**src/rtl/dmem_arbiter.sv**
```systemverilog
// rtl/dmem_arbiter.sv - core/aux data memory arbiter with core priority and anti-starvation
// Optional DMEM_ARB_PERF_EN adds stall and aux-beat performance counters.
module dmem_arbiter #(
  parameter int DWIDTH     = 32,
  parameter int MEM_SIZE   = 64,
  parameter int STARVE_MAX = 8,
  parameter int MAX_BURST  = 4
) (
  input  logic              clk,
  input  logic              rst,
  input  logic              c_req,
  input  logic              c_we,
  input  logic [DWIDTH-1:0] c_addr,
  input  logic [DWIDTH-1:0] c_wdata,
  output logic [DWIDTH-1:0] c_rdata,
  output logic              core_stall,
  input  logic              a_req,
  input  logic              a_we,
  input  logic              a_last,
  input  logic [DWIDTH-1:0] a_addr,
  input  logic [DWIDTH-1:0] a_wdata,
  output logic              a_gnt,
  output logic [DWIDTH-1:0] a_rdata,
  output logic              a_err,
  output logic [DWIDTH-1:0] m_addr,
  output logic              m_we,
  output logic [DWIDTH-1:0] m_wdata,
  input  logic [DWIDTH-1:0] m_rdata,
  output logic [31:0]       perf_stall_cnt,
  output logic [31:0]       perf_aux_cnt
);

  typedef enum logic {OWN_CORE, OWN_AUX} owner_t;

  localparam logic [DWIDTH-1:0] AUX_LIMIT  = DWIDTH'(MEM_SIZE * 4);
  localparam logic [7:0]        STARVE_LIM = 8'(STARVE_MAX);
  localparam logic [7:0]        BURST_LIM  = 8'(MAX_BURST);

  owner_t     owner;
  logic [7:0] starve_cnt;
  logic [7:0] beat_cnt;
  logic       oob;
  logic       aux_own;

  assign oob     = a_addr >= AUX_LIMIT;
  assign aux_own = owner == OWN_AUX;

  // Datapath follows the current owner; every strobe is masked while reset is held.
  always_comb begin
    a_gnt      = rst & aux_own & a_req;
    core_stall = rst & aux_own & c_req;
    a_err      = a_gnt & oob;
    m_addr     = aux_own ? a_addr : c_addr;
    m_wdata    = aux_own ? a_wdata : c_wdata;
    m_we       = rst & (aux_own ? (a_req & a_we & ~oob) : (c_req & c_we));
    c_rdata    = aux_own ? '0 : m_rdata;
    a_rdata    = (a_gnt & ~oob) ? m_rdata : '0;
  end

  always_ff @(posedge clk) begin
    if (!rst) begin
      owner      <= OWN_CORE;
      starve_cnt <= '0;
      beat_cnt   <= '0;
    end else begin
      case (owner)
        OWN_CORE: begin
          if (a_req && (!c_req || starve_cnt == STARVE_LIM)) begin
            owner      <= OWN_AUX;
            starve_cnt <= '0;
            beat_cnt   <= '0;
          end else if (!a_req) begin
            starve_cnt <= '0;
          end else if (c_req && starve_cnt != STARVE_LIM) begin
            starve_cnt <= starve_cnt + 8'd1;
          end
        end
        OWN_AUX: begin
          if (!a_req) begin
            owner <= OWN_CORE;
          end else begin
            beat_cnt <= beat_cnt + 8'd1;
            // a_last and a full burst coinciding still yields one hand-back.
            if (a_last || (c_req && (beat_cnt + 8'd1) == BURST_LIM))
              owner <= OWN_CORE;
          end
        end
        default: owner <= OWN_CORE;
      endcase
    end
  end

`ifdef DMEM_ARB_PERF_EN
  logic [31:0] stall_q;
  logic [31:0] aux_q;

  always_ff @(posedge clk) begin
    if (!rst) begin
      stall_q <= '0;
      aux_q   <= '0;
    end else begin
      if (core_stall) stall_q <= stall_q + 32'd1;
      if (a_gnt)      aux_q   <= aux_q + 32'd1;
    end
  end

  assign perf_stall_cnt = stall_q;
  assign perf_aux_cnt   = aux_q;
`else
  assign perf_stall_cnt = '0;
  assign perf_aux_cnt   = '0;
`endif

endmodule

```
**config.mk**
```make
export PLATFORM = sky130hd
export DESIGN_NAME = dmem_arbiter
export DESIGN_NICKNAME = d
export VERILOG_FILES = /design/src/rtl/dmem_arbiter.sv
export SDC_FILE = /design/constraint.sdc
export NUM_CORES = 1
export LEC_CHECK = 0
export ABC_AREA = 0
export ABC_CLOCK_PERIOD_IN_PS = 3600
export CAP_MARGIN = 30
export CORE_AREA = 2 2 142 144
export DETAILED_ROUTE_END_ITERATION = 12
export DIE_AREA = 0 0 144 146
export HOLD_SLACK_MARGIN = 0.08
export PLACE_DENSITY = 0.46
export SLEW_MARGIN = 10
export SYNTH_ARGS = -nofsm -noshare
export SYNTH_HDL_FRONTEND = slang
export SYNTH_SLANG_ARGS = --single-unit
export TNS_END_PERCENT = 100
```
**constraint.sdc**
```tcl
create_clock -name clk -period 3.6 [get_ports clk]
set_input_delay 0.36 -clock clk [delete_from_list [all_inputs] [get_ports clk]]
set_output_delay 0.36 -clock clk [all_outputs]
set_load 0.01 [all_outputs]
```
# [Word-level counts from Yosys, hierarchy flattened]
# Index checks and enable logic that the tools add are counted.
[classes] bitwise_logic=11 n_addsub=2 n_reduce_logical=8 mux=15 n_lt_le_gt_ge=1 eq_ne=6
[ops] cell="32-bit two-way mux" n=4
[ops] cell="8-bit two-way mux" n=5
[ops] cell="32-bit by 9-bit >= comparator with 1-bit output, second input constant" n=1
[ops] cell="8-bit by 1-bit adder with 8-bit output, second input constant" n=2
[ops] cell="8-bit case mux with 2 select lines" n=1
[ops] cell="1-bit AND" n=9
[ops] cell="8-bit by 3-bit equality test with 1-bit output, second input constant" n=1
[ops] cell="8-bit by 4-bit equality test with 1-bit output, second input constant" n=1
[ops] cell="8-bit by 4-bit != test with 1-bit output, second input constant" n=1
[ops] cell="1-bit two-way mux" n=4
[ops] cell="2-bit != test, second input constant" n=2
[ops] cell="2-bit AND reduction" n=2
[ops] cell="1-bit logical AND" n=3
[ops] cell="3-bit by 1-bit != test with 1-bit output, second input constant" n=1
[ops] cell="1-bit logical OR" n=2
[ops] cell="1-bit NOT" n=2
[ops] cell="1-bit case mux with 2 select lines" n=1
[ops] cell="1-bit zero test" n=1
[word_totals] in_bits=167 reg_bits=17 wordCells=46

# [Longest topological paths before layout]
[logic_depth] depth_word=7 ltp_mapped=6

# [Worst setup path before layout]
# Ideal clock, no wire load.
[synth_timing] kind="input port to output port" startpoint="input a_addr[18]" endpoint="output a_rdata[10]" setup_slack_ps=1828 path_stages=5 arrival_ps=1412 path_cell_list="nor4_1 -> nand4_1 -> nor3_4 -> buf_6 -> and2_1"
[synth_via] elab_chain_len=4
[synth_lines] element="start: declaration" line_no="20" rtl="input logic [DWIDTH-1:0] a_addr,"
[synth_lines] element="32-bit by 9-bit >= comparator with 1-bit output" line_no="45" rtl="assign oob = a_addr >= AUX_LIMIT;"
[synth_lines] element="1-bit NOT" line_no="57" rtl="a_rdata = (a_gnt & ~oob) ? m_rdata : '0;"
[synth_lines] element="1-bit AND" line_no="57"
[synth_lines] element="32-bit two-way mux" line_no="57"
[synth_lines] element="end: declaration" line_no="23" rtl="output logic [DWIDTH-1:0] a_rdata,"
# No other way between the ends.

# [Worst setup path after layout]
[layout_timing] startpoint="input a_addr[18]" endpoint="output a_rdata[31]"
# The elaborated chain is that of the path after synthesis.

==> flow_summary.ini <==
[floorplanning]
coreArea_um2 = 19300
fp-row-count = 51
initial_utilization_pct = 13.9
dieHeight_um = 146
ios = 363
die_area_um2 = 21000
die_w_um = 144

[route]
wire_per_inst_um = 15.9
initialDrtViolationCount = 84
wl_um = 14000
postRouteAntennaNets = 0
drc_errors = 0
routed_via_density = 3.62
vias = 3202
first_pass_iters = 4

[logic_synthesis]
avgSynthCellArea_um2 = 8.17
netlist-cell-type-count = 42
synth_edf_count = 0
ys_seq_area_share_pct = 12.7
yosys-top-cells-area = mux2_2, buf_4, dfxtp_1
yosysWarnings = 0
synth_seq_cells = 17
synth_top_area_share_pct = 21.4
async_reset_ff_share_pct = 0
synth_top_area_cell = mux2_2
synth_cells = 329
syn_area_um2 = 2690
synth_flop_cell = dfxtp_1

[cts]
cts_setup_buffers = 0
cts.htree.levels = 1
cts_hold_buf = 0
cts-root-buf = clkbuf_16
cts_tree = built
worstSkewPairLatency_ps = 250
post_cts_resized = 0
cts-buffers-inserted = 3
cts.sinks = 17
clk_pin_slew_ps = 50
cts_buffer_depth = 2

[worst_setup_path]
r2r_end = starve_cnt[7]$_SDFFE_PN0P_
regToRegSetupSlack_ps = 1830
critPathLaunchType = input port
reg2reg_depth = 6
crit_slowest_cell = clkdlybuf4s50_1
worstSetupPathType = input port to output pin
reg2reg_from = starve_cnt[0]$_SDFFE_PN0P_
cp-startpoint = a_addr[18]
end_kind = output pin
required_ps = 3240
cpMostUsedCell = clkdlybuf4s50_1
path_cells = clkdlybuf4s50_1 -> nor4_1 -> nand4_1 -> nor3_4 -> buf_4 -> and2_1 -> clkdlybuf4s50_1
cp_max_fo = 32
slowest_delay_ps = 590
worstPathArrival_ps = 2680

[finish]
layout_common_cells = clkdlybuf4s50_1, conb_1, mux2_2, nor2b_1, and2_1
area.growth.synth_to_final_pct = 115
instances_no_fill = 884
layout_commonest_cell = clkdlybuf4s50_1
postLayoutCoreUtil_pct = 29.9
nNetsFinal = 788
drive_gt1_share_pct = 10.2

[placed_design]
hpwl_um = 12300
pre_cts_ws_ps = 490
port_buffers = 298
dp_cells = 878
gp_congestion = 0.850

[timing]
relSlewSlack_pct = 60.4
setup_slack_ps = 563
post-route-min-period_ps = 3040
tightestPinTransition_ps = 594
rsz0062_at_grt = no
setup_violations = 0
slew_violations = 0
hold_viol_final = 0
finalClockSkew_ps = 4.53
period_share_pct = 84.4
fmax_ghz = 0.329
finalSetupTns_ps = 0

[pwr]
power.density_nw_per_um2 = 170
finalPower_w = 0.000983
ir_worst_vdd_uv = 121
leakage_nw = 2.18

[grt]
grt_pass1_wl_um = 19800
met3_usage_pct = 2.80
grt_overflow = 0
use_met2_pct = 22.7
grt_pass1_vias = 3185
antenna_found_initial = 2
gr-max-usage-layer = met2
use_met1_pct = 14.5
grt_max_degree = 108
grt.total_usage_pct = 12.2

[min_path]
hp-class = flip-flop to flip-flop
worstHoldEndpoint = beat_cnt[3]$_SDFFE_PN0P_
min_from = beat_cnt[3]$_SDFFE_PN0P_
whs_path_depth = 2

[job]
drv_cap = 0

[outcome]
status = finished, final reports clean
-- synthesized netlist by cell type (all sizes together) (2+ instances only) --
| library cell | n |
|---|---|
| a31oi | 4 |
| inv | 5 |
| nand2 | 10 |
| ha | 3 |
| mux2 | 64 |
| clkbuf | 5 |
| nand3 | 7 |
| xnor2 | 6 |
| nand4 | 4 |
| a21boi | 2 |
| nor4 | 8 |
| nor3 | 3 |
| and3 | 3 |
| buf | 75 |
| nor2b | 37 |
| xor2 | 2 |
| a32o | 2 |
| and2 | 35 |
| a21oi | 5 |
| o21ai | 4 |
| nor2 | 15 |
| dfxtp | 17 |
-- worst max-delay path by stage --
stage	end	slack [ps]	depth (start not counted)
6_report	a_rdata[31]	560	7
5_1_grt	a_rdata[22]	390	6
4_1_cts	a_rdata[31]	490	7
3_5_place_dp	a_rdata[31]	490	7
3_3_place_gp	a_rdata[31]	520	6
2_1_floorplan	a_rdata[10]	1830	5
-- sequential cells by signal, indices dropped and copies added (netlist names) --
name and flops:
beat_cnt 8, starve_cnt 8, aux_own 1
-- layout make-up --
cell class / instances / area (um2)
Tap cell: 265 / 332
Timing Repair Buffer: 301 / 3020
Clock buffer: 4 / 78.8
Fill cell: 2052 / 13500
Antenna cell: 2 / 5.00
Multi-Input combinational cell: 290 / 1990
Sequential cell: 17 / 344
Inverter: 5 / 18.8
-- where the power goes --
part	internal [W]	switching, W	leakage (nW)
logic	0.000359	0.000212	2.00
clock network	0.000150	0.0000702	0.0382
registers	0.000190	0.00000181	0.138
total	0.000699	0.000284	2.18
-- layer usage --
metal | part of all wire (%) | vias to the layer above
met5 | 0 | -
met4 | 1.0 | 0
met3 | 9.0 | 11
met2 | 50 | 174
met1 | 40 | 1440
li1 | - | 1577
-- worst max-delay path: cells and delay by family --
family | cells | cell delay (ps)
buffers and inverters | 3 | 1330
and+or+nand+nor | 4 | 970
-- metrics by stage --
step,hold slack [ps],cell area (um2)
final,524,5790
after global routing,556,5790
after CTS,526,5790
after detailed placement,517,5710
after global placement,518,5710
after floorplan,483,2930
-- logic make-up after synthesis --
family / count (synthesis) / share of synthesized area [%]
and+or+nand+nor: 128 / 28.2
buffers and inverters: 85 / 22.0
muxes: 64 / 26.8
AOI/OAI and AO/OA: 23 / 6.28
DFF: 17 / 12.7
xor gates and xnor gates: 8 / 2.61
adders and majority gates: 3 / 1.40
other: 1 / 0.139
Note: power is estimated with default switching activity, not from simulation.
